--- config.mk ---
export PLATFORM = sky130hd
export DESIGN_NAME = lvds_tx_framer
export DESIGN_NICKNAME = d
export VERILOG_FILES = /design/src/rtl/lvds_tx_framer.sv
export SDC_FILE = /design/constraint.sdc
export NUM_CORES = 1
export LEC_CHECK = 0
export BUFFER_PORTS_ARGS = -buffer_cell sky130_fd_sc_hd__buf_4
export CORE_UTILIZATION = 45
export DETAILED_ROUTE_END_ITERATION = 12
export GPL_TIMING_DRIVEN = 1
export PLACE_DENSITY = 0.68
export SLEW_MARGIN = 20
export SYNTH_ARGS = -nofsm -noshare
export SYNTH_HDL_FRONTEND = slang
export SYNTH_SLANG_ARGS = --single-unit
--- constraint.sdc ---
create_clock -name clk -period 1.37 [get_ports clk]
set_input_delay 0.0685 -clock clk [delete_from_list [all_inputs] [get_ports clk]]
set_output_delay 0.0685 -clock clk [all_outputs]
set_load 0.03 [all_outputs]
--- src/rtl/lvds_tx_framer.sv ---
// TX framer for the 8-bit LVDS link: sends the training pattern until the far end locks, then payload.
// data_out lags word selection by two edges; tx_ready is high in every DATA cycle, regardless of tx_valid.
module lvds_tx_framer #(
   parameter int          TRAIN_LEN    = 64,
   parameter int          LOCK_TIMEOUT = 1024,
   parameter int          MAX_RETRY    = 4,
   parameter logic [7:0]  IDLE_CODE    = 8'hBC
) (
   input  logic       clk,
   input  logic       rst,
   input  logic       start,
   input  logic       lock_in,
   input  logic [7:0] pattern,
   input  logic [2:0] slip,
   input  logic [7:0] tx_data,
   input  logic       tx_valid,
   output logic       tx_ready,
   output logic [7:0] data_out,
   output logic       training,
   output logic       linked,
   output logic       fail
);

   localparam int CNT_MAX = (TRAIN_LEN > LOCK_TIMEOUT) ? TRAIN_LEN : LOCK_TIMEOUT;
   localparam int CNT_W   = (CNT_MAX > 1) ? $clog2(CNT_MAX) : 1;
   localparam int RET_W   = $clog2(MAX_RETRY + 1);

   localparam logic [CNT_W-1:0] TRAIN_LAST = CNT_W'(TRAIN_LEN - 1);
   localparam logic [CNT_W-1:0] LOCK_LAST  = CNT_W'(LOCK_TIMEOUT - 1);
   localparam logic [RET_W-1:0] RETRY_LIM  = RET_W'(MAX_RETRY);

   typedef enum logic [2:0] {
      ST_IDLE,
      ST_TRAIN,
      ST_WAIT,
      ST_DATA,
      ST_FAIL
   } state_t;

   logic [1:0]       rst_sync_q;
   logic             rst_int;
   logic [1:0]       start_sync_q;
   logic [1:0]       lock_sync_q;
   logic             start_s;
   logic             lock_s;

   state_t           state_q;
   logic [CNT_W-1:0] cnt_q;
   logic [RET_W-1:0] retry_q;
   logic [RET_W-1:0] retry_d;
   logic [2:0]       slip_q;

   logic [7:0]       word_d;
   logic [7:0]       word_q;
   logic [7:0]       prev_q;
   logic [15:0]      pair;
   logic [7:0]       data_out_q;

   // Assert immediately, release on the second edge after rst falls.
   always_ff @(posedge clk or posedge rst) begin
      if (rst) begin
         rst_sync_q <= 2'b11;
      end else begin
         rst_sync_q <= {rst_sync_q[0], 1'b0};
      end
   end

   assign rst_int = rst_sync_q[1];

   always_ff @(posedge clk or posedge rst_int) begin
      if (rst_int) begin
         start_sync_q <= 2'b00;
         lock_sync_q  <= 2'b00;
      end else begin
         start_sync_q <= {start_sync_q[0], start};
         lock_sync_q  <= {lock_sync_q[0], lock_in};
      end
   end

   assign start_s = start_sync_q[1];
   assign lock_s  = lock_sync_q[1];

   assign retry_d = retry_q + 1'b1;

   always_ff @(posedge clk or posedge rst_int) begin
      if (rst_int) begin
         state_q <= ST_IDLE;
         cnt_q   <= '0;
         retry_q <= '0;
         slip_q  <= 3'd0;
      end else if (!start_s) begin
         state_q <= ST_IDLE;
         cnt_q   <= '0;
      end else begin
         case (state_q)
            ST_IDLE: begin
               state_q <= ST_TRAIN;
               slip_q  <= slip;
               cnt_q   <= '0;
               retry_q <= '0;
            end
            ST_TRAIN: begin
               if (cnt_q == TRAIN_LAST) begin
                  state_q <= ST_WAIT;
                  cnt_q   <= '0;
               end else begin
                  cnt_q <= cnt_q + 1'b1;
               end
            end
            ST_WAIT: begin
               // Lock arriving on the timeout cycle wins; no retry is charged.
               if (lock_s) begin
                  state_q <= ST_DATA;
                  cnt_q   <= '0;
               end else if (cnt_q == LOCK_LAST) begin
                  retry_q <= retry_d;
                  cnt_q   <= '0;
                  state_q <= (retry_d == RETRY_LIM) ? ST_FAIL : ST_TRAIN;
               end else begin
                  cnt_q <= cnt_q + 1'b1;
               end
            end
            ST_DATA: begin
               if (!lock_s) begin
                  state_q <= ST_TRAIN;
                  cnt_q   <= '0;
                  retry_q <= '0;
               end
            end
            ST_FAIL: begin
               state_q <= ST_FAIL;
            end
            default: begin
               state_q <= ST_IDLE;
               cnt_q   <= '0;
            end
         endcase
      end
   end

   always_comb begin
      word_d = 8'h00;
      case (state_q)
         ST_TRAIN, ST_WAIT: word_d = pattern;
         ST_DATA:           word_d = tx_valid ? tx_data : IDLE_CODE;
         default:           word_d = 8'h00;
      endcase
   end

   assign pair = {word_q, prev_q};

   always_ff @(posedge clk or posedge rst_int) begin
      if (rst_int) begin
         word_q     <= 8'h00;
         prev_q     <= 8'h00;
         data_out_q <= 8'h00;
      end else begin
         word_q     <= word_d;
         prev_q     <= word_q;
         data_out_q <= pair[4'd15 - {1'b0, slip_q} -: 8];
      end
   end

   assign data_out = data_out_q;
   assign tx_ready = (state_q == ST_DATA);
   assign training = (state_q == ST_TRAIN) || (state_q == ST_WAIT);
   assign linked   = (state_q == ST_DATA);
   assign fail     = (state_q == ST_FAIL);

endmodule

==> run metrics <==
crit-path max FO 5; Ports 36; number of nets with antenna violations after routing 0; antenna cells 0; outcome complete, but fails checks; Tot Pwr between 0.006 and 0.007 W; Async S/R FF share, synth 1.00; area delta synth->final 54.8%; DR vias/cell 5.37; cells after synthesis approximately 210; # DRC 0; most frequent cells in the layout buf_4, dfrtp_1, nand2_1, buf_6, dlygate4sd3_1; DIE WIDTH around 74 um; Slew Limit Fails 0; pwr/cell area 1860 mW/mm^2; period utilization 1.35; Site Rows 25; Seq pwr share 0.322; Final #Nets 347; ranking of synthesized cells by area dfrtp_1, mux4_2, mux2_2, a22o_1, nand2_1; startpoint class of the critical path flop; I/O Buffers 35; initial antenna violation count 0; post-DP HPWL roughly 3800 um; layout cells sized above 1 0.483; vias in the first global route between 2000 and 2500; Top FF cell, synth dfrtp_1; Achievable Freq 0.540 GHz; final setup fails 38; sw frac 0.383; Ys Warns 0; first-pass GRT wire length between 9000 and 10000 um; failing checks negative setup slack; VDD IR max around 0.74 mV; Pint approximately 0.0041 W; area of the multi-input gates between 0.001 and 0.0015 sq mm; root buf cell clkbuf_8; GPL Wtd Cong around 0.8; Core ar. between 0.004 and 0.005 sq mm; share of the synthesized area in the top cell type 0.494; dominant cell type by area after synthesis dfrtp_1; routed len/inst about 16 um; H-tree depth 2; Psw roughly 0.0026 W; post-route setup TNS -10360 ps; Final WS setup -481 ps; critical path's largest stage delay slightly below 600 ps; critical path's slowest cell or4b_4; CP endpoint kind flop; die height between 70 and 80 um; Detailed Route WL between 6000 and 7000 um; Buf/Inv on CP 0; Min-Delay Path Class in -> reg; largest net degree at the start of global routing 47; clock sink count 48; EDFF count, synth 0; clock slew at reported path FFs around 90 ps; sequential standard cell area between 0.001 and 0.0015 sq mm; Post-Synthesis Mean Instance Area 11.0 sq um; most common cell after layout, fill and taps aside buf_4; DR iter-0 viols 80; grt ovf 0; Worst Path Arrival about 2100 ps; clock skew about 5.5 ps; via count around 2100; DRT Pass-1 Iters 4; CTS tree built; fin crit period about 1900 ps; Clock power frac 0.133; Crit Path Class reg -> reg; Total GRT Usage 0.242; Mapped Area about 0.0023 sq mm; Fill cells roughly 340; sequential-to-total area share from yosys stat 0.516; MaxCap Viol Count 0; Logic pwr share 0.544; FF+latch count, synth 48; CP required 1610 ps; die area between 0.005 and 0.006 sq mm; clock latency on the worst-skew pair about 300 ps; Top delay family on crit path simple AND/OR/NAND/NOR gates; RSZ-0062 raised after global routing yes; Initial Util 0.481; post-layout instance area 0.00361 sq mm; cell breakdown of the critical path or4b_4 > a21oi_4 > o31ai_4 > or4_1 > nand3_1; syn_nets ~240; area post-placement around 0.003 sq mm; Final Hold Viols 0; Lkg Pwr 1.66 nW; Clock Tree Buf Depth 2; Yosys cell types 45; CTS Buf Count 5
-- kinds of logic after synthesis --
logic type                 after synthesis  share of synthesized area
AOI/OAI and AO/OA                       53                      0.157
buffers and inverters                   20                     0.0386
adders and majority gates                3                     0.0161
DFF                                     48                      0.516
xor gates and xnor gates                 2                    0.00751
muxes                                   19                      0.113
and+or+nand+nor                         66                      0.150
other                                    1                    0.00161
-- flip-flops by register name, summed over array words and instances, names as in the netlist --
signal	count
start_sync_q	2
slip_q	3
cnt_q	10
state_q	3
rst_sync_q	2
lock_sync_q	2
prev_q	7
retry_q	3
data_out	8
word_q	8
-- path summary, 6_finish.rpt --
| kind | from | to | slack [ps] | cells past startpoint |
|---|---|---|---|---|
| worst max-delay path | lock_sync_q[1]$_DFF_PP0_ | cnt_q[9]$_DFFE_PP0P_ | -480 | 5 |
| worst min-delay path | tx_data[6] | word_q[6]$_DFF_PP0_ | 20 | 2 |
| worst max register to register | lock_sync_q[1]$_DFF_PP0_ | cnt_q[9]$_DFFE_PP0P_ | -480 | 5 |
| worst min register to register | rst_sync_q[1]$_DFF_PP1_ | lock_sync_q[0]$_DFF_PP0_ | 310 | 2 |
| max in group asynchronous | rst_sync_q[1]$_DFF_PP1_ | prev_q[4]$_DFF_PP0_ | 850 | 2 |
| min in group asynchronous | rst_sync_q[1]$_DFF_PP1_ | lock_sync_q[0]$_DFF_PP0_ | 310 | 2 |
-- cell type report --
class | count | area share
clock buffer | 6 | 0.0229
timing repair buffer | 112 | 0.262
clock inverter | 2 | 0.00381
inverter | 9 | 0.0104
tap | 67 | 0.0232
sequential | 48 | 0.333
multi-input combinational | 144 | 0.345
-- cells in the mapped netlist (2+ instances only) --
cell type	n
nor2b_1	3
or3_1	3
a211oi_1	4
nand2_1	16
ha_1	3
a21oi_1	10
nor2_1	13
nand3_1	6
o21ai_1	8
buf_4	2
dfrtp_1	46
a22o_1	8
dfstp_2	2
and4_1	2
mux2_1	2
a32o_1	3
or3b_1	2
a21oi_2	3
inv_1	9
mux2_2	7
nand2b_1	8
mux4_2	5
o21ai_0	9
mux2i_1	5
nor3_1	5
nor4_1	2
clkbuf_1	8
-- power by group through the flow --
| stage | combinational, W | clock, W | sequential [W] |
|---|---|---|---|
| CTS | 0.00342 | 0.000922 | 0.00216 |
| global route | 0.00393 | 0.000973 | 0.00223 |
| floorplan | 0.00182 | 0 | 0.00226 |
| global placement | 0.00284 | 0 | 0.00216 |
| finish | 0.00366 | 0.000895 | 0.00216 |
| detailed placement | 0.00290 | 0 | 0.00218 |
-- layer usage --
metal | vias up | track usage | wire length (um) | part of all wire
met5 | - | 0 | 0 | 0
li1 | 983 | - | - | -
met3 | 16 | 0.0420 | 255 | 0.041
met1 | 1015 | 0.318 | 2620 | 0.42
met4 | 0 | 0.0897 | 112 | 0.018
met2 | 68 | 0.405 | 3230 | 0.52
-- per-stage QoR --
step	worst slack [ps]	hold WS, ps	utilization	std cells
floorplan	-517	-20.0	-	212
global placement	-430	105	0.622	348
detailed placement	-473	105	0.622	348
CTS	-476	15.7	0.724	383
global route	-550	28.0	0.745	388
finish	-481	21.9	0.745	388
-- what timing repair did --
action	in CTS	in global routing
buffers inserted	13	7
setup endpoints to repair	38	39
hold endpoints to repair	15	0
hold buffers	14	0
pin swaps	13	12
resized for setup	31	21
-- worst register-to-register path: stages, from the launching register on --
cell	delay, ps
dfrtp_1	400
or4b_4	580
a21oi_4	210
o31ai_4	110
or4_1	410
nand3_1	80
Note: power is estimated with default switching activity, not from simulation.
